==> src/rtl/bft_stream_tx_if.sv <==
// rtl/bft_stream_tx_if.sv - user stream and BFT packet bus signals of the transmit packetizer
interface bft_stream_tx_if #(
    parameter int PACKET_BITS  = 49,
    parameter int PAYLOAD_BITS = 32
);
    logic [PAYLOAD_BITS-1:0] Input_1_TDATA;
    logic                    Input_1_TVALID;
    logic                    Input_1_TREADY;
    logic [PACKET_BITS-1:0]  dout_tx2bft;
    logic                    bft_ready;
    logic [PACKET_BITS-1:0]  din_bft2tx;
    logic                    resend;
    logic [31:0]             sent_cnt;
    logic [31:0]             stall_cnt;

    modport slave (
        input  Input_1_TDATA, Input_1_TVALID, bft_ready, din_bft2tx, resend,
        output Input_1_TREADY, dout_tx2bft, sent_cnt, stall_cnt
    );

    modport master (
        output Input_1_TDATA, Input_1_TVALID, bft_ready, din_bft2tx, resend,
        input  Input_1_TREADY, dout_tx2bft, sent_cnt, stall_cnt
    );
endinterface

==> src/rtl/bft_stream_tx.sv <==
// rtl/bft_stream_tx.sv - credit-controlled packetizer from a 32-bit user stream to BFT packets
module bft_stream_tx #(
    parameter int PACKET_BITS           = 49,
    parameter int PAYLOAD_BITS          = 32,
    parameter int NUM_LEAF_BITS         = 5,
    parameter int NUM_PORT_BITS         = 4,
    parameter int NUM_ADDR_BITS         = 7,
    parameter int FREESPACE_UPDATE_SIZE = 64,
    parameter int DEST_LEAF             = 0,
    parameter int DEST_PORT             = 2,
    parameter int CREDIT_PORT           = 1
) (
    input logic             ap_clk,
    input logic             ap_rst_n,
    bft_stream_tx_if.slave  bus
);
    localparam int CREDIT_BITS = NUM_ADDR_BITS + 1;
    localparam int MAX_CREDIT  = 1 << NUM_ADDR_BITS;
    localparam int PORT_LSB    = PAYLOAD_BITS + NUM_ADDR_BITS;
    localparam int LEAF_LSB    = PORT_LSB + NUM_PORT_BITS;

    logic [PACKET_BITS-1:0]   pkt_q;
    logic                     pkt_vld;
    logic [NUM_ADDR_BITS-1:0] addr_q;
    logic [CREDIT_BITS-1:0]   credit_q;
    logic [31:0]              sent_q;
    logic [31:0]              stall_q;

    logic                     tready;
    logic                     acc;
    logic                     drain;
    logic                     upd;
    logic [CREDIT_BITS:0]     credit_sum;
    logic [CREDIT_BITS-1:0]   credit_next;

    // Only the valid bit and port field of incoming traffic matter here.
    logic unused_din;
    assign unused_din = ^{bus.din_bft2tx[LEAF_LSB +: NUM_LEAF_BITS],
                          bus.din_bft2tx[PORT_LSB-1:0]};

    // Ready is held low in reset so nothing is taken before the first live edge.
    assign tready = ap_rst_n & ~bus.resend & (credit_q != '0) & (~pkt_vld | bus.bft_ready);
    assign acc    = bus.Input_1_TVALID & tready;
    assign drain  = bus.bft_ready & pkt_vld & ~bus.resend;
    assign upd    = bus.din_bft2tx[PACKET_BITS-1] &
                    (bus.din_bft2tx[PORT_LSB +: NUM_PORT_BITS] == NUM_PORT_BITS'(CREDIT_PORT));

    // One extra bit of headroom so an update on a full counter can be clamped.
    always_comb begin
        credit_sum = {1'b0, credit_q};
        if (upd) begin
            credit_sum = credit_sum + (CREDIT_BITS+1)'(FREESPACE_UPDATE_SIZE);
        end
        if (acc) begin
            credit_sum = credit_sum - (CREDIT_BITS+1)'(1);
        end
        credit_next = credit_sum[CREDIT_BITS-1:0];
        if (credit_sum > (CREDIT_BITS+1)'(MAX_CREDIT)) begin
            credit_next = CREDIT_BITS'(MAX_CREDIT);
        end
    end

    always_ff @(posedge ap_clk or negedge ap_rst_n) begin
        if (!ap_rst_n) begin
            pkt_q    <= '0;
            pkt_vld  <= 1'b0;
            addr_q   <= '0;
            credit_q <= CREDIT_BITS'(MAX_CREDIT);
            sent_q   <= '0;
            stall_q  <= '0;
        end else begin
            if (acc) begin
                pkt_q   <= {1'b1, NUM_LEAF_BITS'(DEST_LEAF), NUM_PORT_BITS'(DEST_PORT),
                            addr_q, bus.Input_1_TDATA};
                pkt_vld <= 1'b1;
                addr_q  <= addr_q + 1'b1;
            end else if (drain) begin
                pkt_vld <= 1'b0;
            end
            credit_q <= credit_next;
            if (drain) begin
                sent_q <= sent_q + 32'd1;
            end
            if (bus.Input_1_TVALID && credit_q == '0) begin
                stall_q <= stall_q + 32'd1;
            end
        end
    end

    // A resend pause blanks the bus but keeps the packet for re-presentation.
    assign bus.dout_tx2bft    = (pkt_vld & ~bus.resend) ? pkt_q : '0;
    assign bus.Input_1_TREADY = tready;
    assign bus.sent_cnt       = sent_q;
    assign bus.stall_cnt      = stall_q;
endmodule

==> src/flat_wrapper.sv <==
// flat-port wrapper written by rule: the top's interface ports become plain ports
module bft_stream_tx_flat 
#(
    parameter int PACKET_BITS           = 49,
    parameter int PAYLOAD_BITS          = 32,
    parameter int NUM_LEAF_BITS         = 5,
    parameter int NUM_PORT_BITS         = 4,
    parameter int NUM_ADDR_BITS         = 7,
    parameter int FREESPACE_UPDATE_SIZE = 64,
    parameter int DEST_LEAF             = 0,
    parameter int DEST_PORT             = 2,
    parameter int CREDIT_PORT           = 1
)
  (ap_clk, ap_rst_n, bus_Input_1_TDATA, bus_Input_1_TVALID, bus_bft_ready, bus_din_bft2tx, bus_resend, bus_Input_1_TREADY, bus_dout_tx2bft, bus_sent_cnt, bus_stall_cnt);
  bft_stream_tx_if #(.PACKET_BITS(PACKET_BITS), .PAYLOAD_BITS(PAYLOAD_BITS)) bus_i ();
  input logic ap_clk;
  input logic ap_rst_n;
  input wire logic [$bits(bus_i.Input_1_TDATA)-1:0] bus_Input_1_TDATA;
  input wire logic [$bits(bus_i.Input_1_TVALID)-1:0] bus_Input_1_TVALID;
  input wire logic [$bits(bus_i.bft_ready)-1:0] bus_bft_ready;
  input wire logic [$bits(bus_i.din_bft2tx)-1:0] bus_din_bft2tx;
  input wire logic [$bits(bus_i.resend)-1:0] bus_resend;
  output wire logic [$bits(bus_i.Input_1_TREADY)-1:0] bus_Input_1_TREADY;
  output wire logic [$bits(bus_i.dout_tx2bft)-1:0] bus_dout_tx2bft;
  output wire logic [$bits(bus_i.sent_cnt)-1:0] bus_sent_cnt;
  output wire logic [$bits(bus_i.stall_cnt)-1:0] bus_stall_cnt;
  assign bus_i.Input_1_TDATA = bus_Input_1_TDATA;
  assign bus_i.Input_1_TVALID = bus_Input_1_TVALID;
  assign bus_i.bft_ready = bus_bft_ready;
  assign bus_i.din_bft2tx = bus_din_bft2tx;
  assign bus_i.resend = bus_resend;
  assign bus_Input_1_TREADY = bus_i.Input_1_TREADY;
  assign bus_dout_tx2bft = bus_i.dout_tx2bft;
  assign bus_sent_cnt = bus_i.sent_cnt;
  assign bus_stall_cnt = bus_i.stall_cnt;
  bft_stream_tx #(.PACKET_BITS(PACKET_BITS), .PAYLOAD_BITS(PAYLOAD_BITS), .NUM_LEAF_BITS(NUM_LEAF_BITS), .NUM_PORT_BITS(NUM_PORT_BITS), .NUM_ADDR_BITS(NUM_ADDR_BITS), .FREESPACE_UPDATE_SIZE(FREESPACE_UPDATE_SIZE), .DEST_LEAF(DEST_LEAF), .DEST_PORT(DEST_PORT), .CREDIT_PORT(CREDIT_PORT)) u_core (.ap_clk(ap_clk), .ap_rst_n(ap_rst_n), .bus(bus_i));
endmodule
==> config.mk <==
export PLATFORM = sky130hd
export DESIGN_NAME = bft_stream_tx_flat
export DESIGN_NICKNAME = d
export VERILOG_FILES = /design/src/rtl/bft_stream_tx_if.sv /design/src/rtl/bft_stream_tx.sv /design/src/flat_wrapper.sv
export SDC_FILE = /design/constraint.sdc
export NUM_CORES = 1
export LEC_CHECK = 0
export ABC_AREA = 1
export CAP_MARGIN = 10
export CORE_ASPECT_RATIO = 0.5
export CORE_UTILIZATION = 42
export DETAILED_ROUTE_END_ITERATION = 8
export PLACE_DENSITY = 0.77
export SLEW_MARGIN = 20
export SYNTH_ARGS = -nofsm -noshare
export SYNTH_HDL_FRONTEND = slang
export SYNTH_SLANG_ARGS = --single-unit
==> constraint.sdc <==
create_clock -name ap_clk -period 1.8 [get_ports ap_clk]
set_clock_uncertainty 0.05 [all_clocks]
set_input_delay 0.36 -clock ap_clk [delete_from_list [all_inputs] [get_ports ap_clk]]
set_output_delay 0.36 -clock ap_clk [all_outputs]
set_load 0.03 [all_outputs]
# Yosys cells after proc, flatten, opt, wreduce, memory -nomap -nowiden
# Index checks and enable logic that the tools add are counted.
dict set report classes {
  add_sub_neg 5
  magnitude_cmp 1
  eq_ne 1
  muxes 6
  n_bitwise 11
  n_reduce_logical 4
}
# op count
set op_table {}
lappend op_table {{$add A32 B1 Y32 const B} 2}
lappend op_table {{$mux W49} 1}
lappend op_table {{$mux W9} 2}
lappend op_table {{$add A8 B7 Y9 const B} 1}
lappend op_table {{$gt A9 B8 Y1 const B} 1}
lappend op_table {{$sub A9 B1 Y9 const B} 1}
lappend op_table {{$and A1 B1 Y1} 8}
lappend op_table {{$logic_not A8 Y1} 1}
lappend op_table {{$mux W8} 1}
lappend op_table {{$reduce_bool A8 Y1} 1}
lappend op_table {{$add A7 B1 Y7 const B} 1}
lappend op_table {{$eq A4 B1 Y1 const B} 1}
lappend op_table {{$mux W1} 2}
lappend op_table {{$not A1 Y1} 2}
lappend op_table {{$reduce_bool A2 Y1} 1}
lappend op_table {{$logic_and A1 B1 Y1} 1}
lappend op_table {{$or A1 B1 Y1} 1}
dict set report totals {
  ff_bits 120
  in_bits 86
  out_inout_bits 114
  elab_cells 34
}

# Depth between registers and ports, before layout
# Gate-level depths: netlist of the first run.
dict set report logic_depth {
  ltp_word 8
  ltp_mapped 16
  depth_no_buf 15
}

# Worst setup path after synthesis of the first run
# No wires, ideal clock.
dict set report synth_path {
  path_type {register to register}
  startpoint {register u_core.sent_q[0] (netlist: u_core.bus.sent_cnt[0])}
  endpoint {register u_core.sent_q[26] (netlist: u_core.bus.sent_cnt[26])}
  setup_time_ns 0.135
  arrival_time_ns 1.822
  t_required_ns 1.615
  slack_ns -0.208
  stages_incl_launch_ff 10
  path_buffers 0
  synth_period_minus_slack_ns 2.008
  cell_sequence {dfrtp_1 -> ha_1 -> nand3_1 -> nor2_1 -> nand2_1 -> nor2_4 -> nand2_1 -> nor4_4 -> nand2_1 -> xnor2_1}
}
dict set report synth_via {
  elab_chain_cells 1
}
# item line
set synth_lines {}
lappend synth_lines {{start: declaration} bft_stream_tx.sv:26} ;# logic [31:0] sent_q;
lappend synth_lines {{start signal: assignment} bft_stream_tx.sv:82} ;# sent_q <= sent_q + 32'd1;
lappend synth_lines {{$add A32 B1 Y32} bft_stream_tx.sv:82}
# No other way between the ends.
# A chain may end at the register's enable or synchronous reset.

# Worst setup path after layout of the first run
dict set report layout_path {
  startpoint {register u_core.credit_q[0]}
  endpoint {register u_core.stall_q[13] (netlist: u_core.bus.stall_cnt[13])}
}
dict set report layout_via {
  elab_chain_cells 2
}
# item line
set layout_lines {}
lappend layout_lines {{start: declaration} bft_stream_tx.sv:25} ;# logic [CREDIT_BITS-1:0] credit_q;
lappend layout_lines {{start signal: assignment} bft_stream_tx.sv:68} ;# credit_q <= CREDIT_BITS'(MAX_CREDIT);
lappend layout_lines {{start signal: assignment} bft_stream_tx.sv:80} ;# credit_q <= credit_next;
lappend layout_lines {{$logic_not A8 Y1} bft_stream_tx.sv:84} ;# if (bus.Input_1_TVALID && credit_q == '0) begin
lappend layout_lines {{$logic_and A1 B1 Y1} bft_stream_tx.sv:84}
lappend layout_lines {{end signal: assignment} bft_stream_tx.sv:85} ;# stall_q <= stall_q + 32'd1;
lappend layout_lines {{end: declaration} bft_stream_tx.sv:27} ;# logic [31:0] stall_q;
# No other way between the ends.

==> results of run 1 <==
==> registers in the layout (all words and copies together) (netlist names) <==
signal,cells
u_core.bus.stall_cnt,32
u_core.bus.sent_cnt,32
u_core.credit_q,8
u_core.pkt_vld,1
u_core.pkt_q,40
u_core.addr_q,7
==> report_power, final <==
group	internal, mW	switching [mW]	total [mW]
Combinational	2.73	3.97	6.70
Clock	2.11	1.40	3.51
Sequential	3.40	0.454	3.85
Total	8.23	5.83	14.1
==> per-layer routing <==
metal / up-vias / share of wire, % / GRT usage, %
met2: 326 / 52 / 43.1
met3: 96 / 5.5 / 4.69
li1: 2853 / - / -
met1: 3055 / 39 / 29.4
met5: - / 0 / 0
met4: 0 / 3.6 / 12.0
==> layout make-up <==
type	instances	area [um^2]	area share, %
clock buffers	18	439	4.29
clock inverters	14	160	1.56
inverters	109	422	4.12
multi-input cells	500	3390	33.1
flip-flops and latches	120	3020	29.4
well taps	198	248	2.42
repair buffers	271	2560	25.0
==> worst min path at each step <==
stage / from / slack (ns) / depth (start not counted) / endpoint
final: ap_rst_n / 0.19 / 3 / u_core.bus.stall_cnt[6]
after global placement: u_core.pkt_q[40] / 0.40 / 2 / u_core.pkt_q[40]
after global routing: ap_rst_n / 0.26 / 3 / u_core.bus.stall_cnt[6]
after detailed placement: u_core.pkt_q[40] / 0.40 / 2 / u_core.pkt_q[40]
after CTS: ap_rst_n / 0.24 / 3 / u_core.bus.sent_cnt[11]
after floorplan: ap_rst_n / 0.01 / 0 / u_core.addr_q[0]
==> cell families (layout without fill, tap and decap cells) <==
logic type                 Yosys count  in the layout  share of synthesized area (%)
AOI/OAI and AO/OA                   47             47                           3.77
adders and majority gates            7              7                           1.40
and+or+nand+nor                    371            371                           28.4
DFF                                120            120                           48.2
buffers and inverters              132            412                           8.63
other                                1              8                         0.0601
xor gates and xnor gates            67             67                           9.53
==> cells in the final DEF (no fill, tap or decap), types with 4 or more instances in the layout <==
| cell type | synthesis | layout |
|---|---|---|
| xor2_1 | 43 | 42 |
| nor3_2 | 5 | 6 |
| buf_12 | 0 | 7 |
| nand3b_1 | 6 | 6 |
| o21ai_1 | 0 | 11 |
| xnor2_2 | 1 | 4 |
| nand4_1 | 23 | 23 |
| nor2_4 | 6 | 56 |
| nand3_1 | 23 | 18 |
| nand2_2 | 3 | 10 |
| inv_6 | 0 | 7 |
| xnor2_1 | 23 | 19 |
| inv_2 | 3 | 10 |
| nor2_2 | 11 | 17 |
| nand3_2 | 2 | 4 |
| dfrtp_2 | 0 | 10 |
| nand2_4 | 2 | 6 |
| conb_1 | 1 | 8 |
| dfrtp_1 | 119 | 109 |
| clkinvlp_4 | 0 | 4 |
| dlygate4sd2_1 | 0 | 65 |
| inv_1 | 106 | 98 |
| clkdlybuf4s50_1 | 0 | 39 |
| nor3_4 | 2 | 6 |
| ha_4 | 0 | 4 |
| nor2_1 | 93 | 37 |
| nand2_1 | 171 | 159 |
| nand3_4 | 2 | 5 |
| o21ai_0 | 46 | 35 |
| clkbuf_16 | 0 | 18 |
| buf_4 | 9 | 102 |
| nor3_1 | 14 | 9 |
| buf_6 | 1 | 55 |
==> what timing repair did <==
action                                  in CTS  in global routing
gates resized for setup                    140                167
pin swaps                                   18                 17
setup buffers                               22                 21
endpoints found under the setup margin     165                138
gates cloned                                 3                  1
==> stage by stage <==
| step | cells | setup slack, ns |
|---|---|---|
| floorplan | 752 | -0.0897 |
| global route | 1230 | -0.531 |
| CTS | 1212 | -0.266 |
| detailed placement | 1155 | -0.394 |
| global placement | 1155 | -0.335 |
| finish | 1230 | -0.374 |
==> worst min-delay path, stage by stage <==
cell   delay [ns]
buf_4        0.12
buf_4        0.11
buf_4        0.57
==> metrics.yaml, run 1 <==
timing:
  rsz0062_at_grt: "yes"
  worst_pin_slew_ns: 0.830
  period_share_pct: 121
  holdWs_ns: 0.191
  drv_slew: 0
  fin_ws_ns: -0.374
  final-setup-viol-count: 120
  relSlewSlack_pct: 44.7
  finalHoldViolCount: 0
  fmax_mhz: 460
  fin_crit_ns: 2.17
  fin_tns_setup_ns: -15.35
die:
  die_y_um: 88.2
  die_w_um: 174
  pin_count: 200
  rows: 31
  core-area_um2: 14500
  start_util_pct: 43.1
  die-area_um2: 15400
run:
  max_cap_viol_count: 0
power_and_ir_drop:
  power_density_nw_per_um2: 1370
  power_leakage_nw: 5.19
  power.total_mw: 14.1
  peakVddDrop_mv: 0.854
yosys:
  yosysTopAreaCell: "dfrtp_1"
  synth_enable_flop_cells: 0
  synth-main-ff-cell: "dfrtp_1"
  ys_top_cells_by_count: "nand2_1, dfrtp_1, inv_1"
  ys_async_sr_fraction_pct: 100
  yosysUniqueCellTypes: 35
  netlist_area_um2: 6240
  synth_top_area_share_pct: 47.7
  seq_area_frac_synth_pct: 48.2
  ys_ff_latch: 120
  ys_top_cells_by_area: "dfrtp_1, nand2_1, inv_1"
  yosys_warnings: 0
  post_synth.cell_area_avg_um2: 8.37
  synth.most_common_cell: "nand2_1"
  netlist_instances: 745
worst_setup_path:
  arrival_ns: 2.46
  worst-path-stages: 13
  r2r_end: "u_core.bus.stall_cnt[13]"
  cp_num_buf_inv: 4
  critPathKind: "reg -> reg"
  worstPathMaxFanout: 5
  critical_path.top_delay_family: "simple AND/OR/NAND/NOR gates"
  setup.worst_path.end: "u_core.bus.stall_cnt[13]"
  crit-reg2reg-launch: "u_core.credit_q[0]"
  cp-end-kind: "flip-flop"
  critical_path_required_ns: 2.08
  worst-r2r-cell-count: 13
  slowest_stage: "dfrtp_1"
  max_stage_delay_ns: 0.40
  crit_start: "u_core.credit_q[0]"
  cp_cell_sequence: "inv_2 > ha_4 > nand2_2 > inv_2 > nand3_4 > buf_12 > nor2_8 > nand2_4 > buf_4 > nor2_4 > nand3_4 > nor3_2 > xor2_1"
  crit_path_start_kind: "flip-flop"
  r2r_slack_ns: -0.37
cts:
  cts_tree: "yes"
  numClockSinks: 120
  cts_root_buffer: "clkbuf_16"
  path_clk_slew_ns: 0.06
  clock_path_buffers: 2
  numCtsBuffers: 17
  clock_latency_ns: 0.42
  cts_htree_levels: 4
  hold_buffers: 0
detailed_routing:
  drt_iter0_markers: 584
  vias_per_cell: 5.15
  drc: 0
  ant_nets: 0
  firstDrtPassIters: 7
  post_drt_wl_per_cell_um: 17.4
  wl_mm: 21.4
  num_vias: 6330
grt:
  grt_pass1_wl_mm: 29.4
  grt_pass1_vias: 6013
  grt_usage_pct: 24.5
  grt_max_degree: 63
  grt_remaining_overflow: 0
  antenna_found_initial: 0
hold_path:
  min_path_type: "in -> async"
cells_and_area:
  n_fill_cell: 942
  finalInstanceArea_um2: 10200
  area_growth_pct: 64.3
  nets: 1112
  layout-drive-gt1-share_pct: 33.8
  antenna_cells: 0
  fin_util_pct: 70.8
run_status:
  violations: "negative setup slack"
  status: "finished, violations left"
place:
  gp_congestion: 0.902
  port_buffers: 147
  post-dp-hpwl_mm: 11.5
  postPlaceCellArea_um2: 8410
(Power assumes the default switching activity.)
==> run 2: changes to the inputs <==
--- a/config.mk
+++ b/config.mk
@@ -6,11 +6,13 @@
 export NUM_CORES = 1
 export LEC_CHECK = 0
 export ABC_AREA = 1
+export ABC_CLOCK_PERIOD_IN_PS = 1800
 export CAP_MARGIN = 10
 export CORE_ASPECT_RATIO = 0.5
 export CORE_UTILIZATION = 42
 export DETAILED_ROUTE_END_ITERATION = 8
 export PLACE_DENSITY = 0.77
+export SKIP_LAST_GASP = 1
 export SLEW_MARGIN = 20
 export SYNTH_ARGS = -nofsm -noshare
 export SYNTH_HDL_FRONTEND = slang
==> run 2 against run 1 <==
The flow still finishes with violations (negative setup slack); die area unchanged; sequential cell count did not move; cell count is 1.1% higher; critical path type unchanged; largest power group unchanged; highest routed layer unchanged.
==> metrics.yaml, run 2 (synthesis gave the netlist of run 1 again) <==
worst_setup_path:
  critical_path_required_ns: 2.10  # +0.02 ns
  cp_cell_sequence: "inv_2 > buf_4 > buf_4 > buf_4 > ha_2 > inv_2 > nor2_2 > inv_2 > nor2_4 > nand2_1 > nand2_1 > nand2_1 > nor2_1 > nand2_1 > nand2_2 > nand2_4 > nor2_2"
  cp-end-kind: "flip-flop"
  r2r_slack_ns: -0.50  # -0.13 ns
  max_stage_delay_ns: 0.40  # about the same
  crit-reg2reg-launch: "u_core.credit_q[0]"
  r2r_end: "u_core.credit_q[5]"
  slowest_stage: "dfrtp_1"
  worst-r2r-cell-count: 17  # +4
  crit_path_start_kind: "flip-flop"
  crit_top_cell: "nand2_1"
  critPathKind: "reg -> reg"
  arrival_ns: 2.61  # +0.15 ns
  worstPathMaxFanout: 5  # unchanged
timing:
  fin_ws_ns: -0.503  # -0.129 ns
  period_share_pct: 128  # +7.2 points
  holdWs_ns: 0.205  # +0.0133 ns
  fin_crit_ns: 2.30  # +0.129 ns
  relSlewSlack_pct: 45.5  # +0.79 points
  fmax_mhz: 434  # -5.6%
  finalHoldViolCount: 0  # unchanged
  rsz0062_at_grt: "yes"
  drv_slew: 0  # unchanged
  worst_pin_slew_ns: 0.818  # -0.0118 ns
  fin_tns_setup_ns: -20.40  # -5.05 ns
  final-setup-viol-count: 133  # +11%
place:
  post-dp-hpwl_mm: 11.5  # unchanged
  gp_congestion: 0.902  # unchanged
  postPlaceCellArea_um2: 8410  # unchanged
  port_buffers: 147  # unchanged
  placedCellCount: 1155  # unchanged
  dp_slack_ns: -0.394  # unchanged
cells_and_area:
  largest_register_ffs: 40  # unchanged
  fin_util_pct: 73.9  # +3.1 points
  n_fill_cell: 806  # -14%
  antenna_cells: 0  # unchanged
  nets: 1125  # +1.2%
  top_register: "u_core.pkt_q"
  area_growth_pct: 71.3
  final_common_cell: "nand2_1"
  finalInstanceArea_um2: 10700  # +4.3%
  layout-drive-gt1-share_pct: 38.9  # +5.1 points
  fin_cells: 1243  # +1.1%
  most-common-layout-cells: "nand2_1, dfrtp_1, buf_4, inv_1, dlygate4sd2_1"
cts:
  numClockSinks: 120  # unchanged
  numCtsBuffers: 17  # unchanged
  hold_buffers: 0  # unchanged
  clock_path_buffers: 2  # unchanged
  path_clk_slew_ns: 0.06  # about the same
  clock_latency_ns: 0.43  # about the same
  cts_root_buffer: "clkbuf_16"
  cts_htree_levels: 4  # unchanged
  cts_tree: "yes"
power_and_ir_drop:
  peakVddDrop_mv: 0.914  # +7.0%
  power_leakage_nw: 5.47  # +5.4%
  power_density_nw_per_um2: 1380  # +0.31%
  power.total_mw: 14.7  # +4.6%
die:
  die_y_um: 88.2  # unchanged
  die_w_um: 174  # unchanged
  pin_count: 200  # unchanged
  start_util_pct: 43.1  # unchanged
  die-area_um2: 15400  # unchanged
  rows: 31  # unchanged
  core-area_um2: 14500  # unchanged
grt:
  grt_pass1_wl_mm: 28.5  # -3.1%
  antenna_found_initial: 0  # unchanged
  grt_usage_pct: 23.5  # -0.95 points
  grt_pass1_vias: 5917  # -1.6%
  grt_max_degree: 63  # unchanged
  grt_remaining_overflow: 0  # unchanged
hold_path:
  min_path_type: "in -> async"
detailed_routing:
  num_vias: 6750  # +6.6%
  vias_per_cell: 5.43  # +5.5%
  wl_mm: 25.0  # +17%
  firstDrtPassIters: 5  # -2
  post_drt_wl_per_cell_um: 20.1  # +16%
  ant_nets: 0  # unchanged
  drt_iter0_markers: 747  # +28%
  drc: 0  # unchanged
run:
  max_cap_viol_count: 0  # unchanged
run_status:
  violations: "negative setup slack"
  status: "finished, violations left"
==> run 2: cell types whose count changed in the layout (fill, tap and decap cells not counted), moves of 4 or more <==
| cell | delta |
|---|---|
| o21ai_0 | -21 |
| buf_6 | +8 |
| o21ai_2 | +17 |
| clkbuf_16 | +4 |
| nand2_4 | +16 |
| nand2_2 | +10 |
| nand2_1 | -27 |
==> run 2: layout make-up <==
| type | count | area, um^2 | area share [%] |
|---|---|---|---|
| tap | 198 | 248 | 2.32 |
| inverter | 109 | 422 | 3.95 |
| clock buffer | 18 | 439 | 4.11 |
| sequential | 120 | 3020 | 28.2 |
| timing repair buffer | 283 | 2770 | 25.9 |
| clock inverter | 14 | 160 | 1.50 |
| multi-input combinational | 501 | 3630 | 34.0 |
==> run 2: worst max path at each step <==
| stage | end | start |
|---|---|---|
| finish | u_core.credit_q[5] | u_core.credit_q[0] |
| global route | u_core.credit_q[5] | u_core.credit_q[0] |
| CTS | bus_Input_1_TREADY | u_core.credit_q[7] |
| detailed placement | u_core.credit_q[0] | bus_resend |
| global placement | u_core.credit_q[3] | bus_din_bft2tx[39] |
| floorplan | u_core.credit_q[4] | u_core.credit_q[7] |
==> run 2: critical path: cells and delay by family, from the launching register on <==
family	cells	cell delay (ns)
and+or+nand+nor	10	1.04
adders and majority gates	1	0.20
buffers and inverters	6	0.55
DFF	1	0.40
==> run 2: metal layers <==
layer	track usage [%]	share of wire [%]	wire length (um)	up-vias
li1	-	-	-	2880
met1	28.8	38	9560	3293
met2	41.6	50	12500	437
met3	4.12	6.6	1660	140
met4	10.3	5.5	1370	0
met5	0	0	0	-
==> run 2: timing repair <==
action / in CTS / in global routing
pin swaps: 17 / 30
endpoints found under the setup margin: 165 / 138
gates cloned: 3 / 8
setup buffers: 22 / 27
gates resized for setup: 115 / 286
==> run 2: power by group <==
part / switching, mW / total (mW) / internal, mW
clock: 1.48 / 3.59 / 2.11
sequential: 0.516 / 3.91 / 3.40
combinational: 4.29 / 7.21 / 2.92
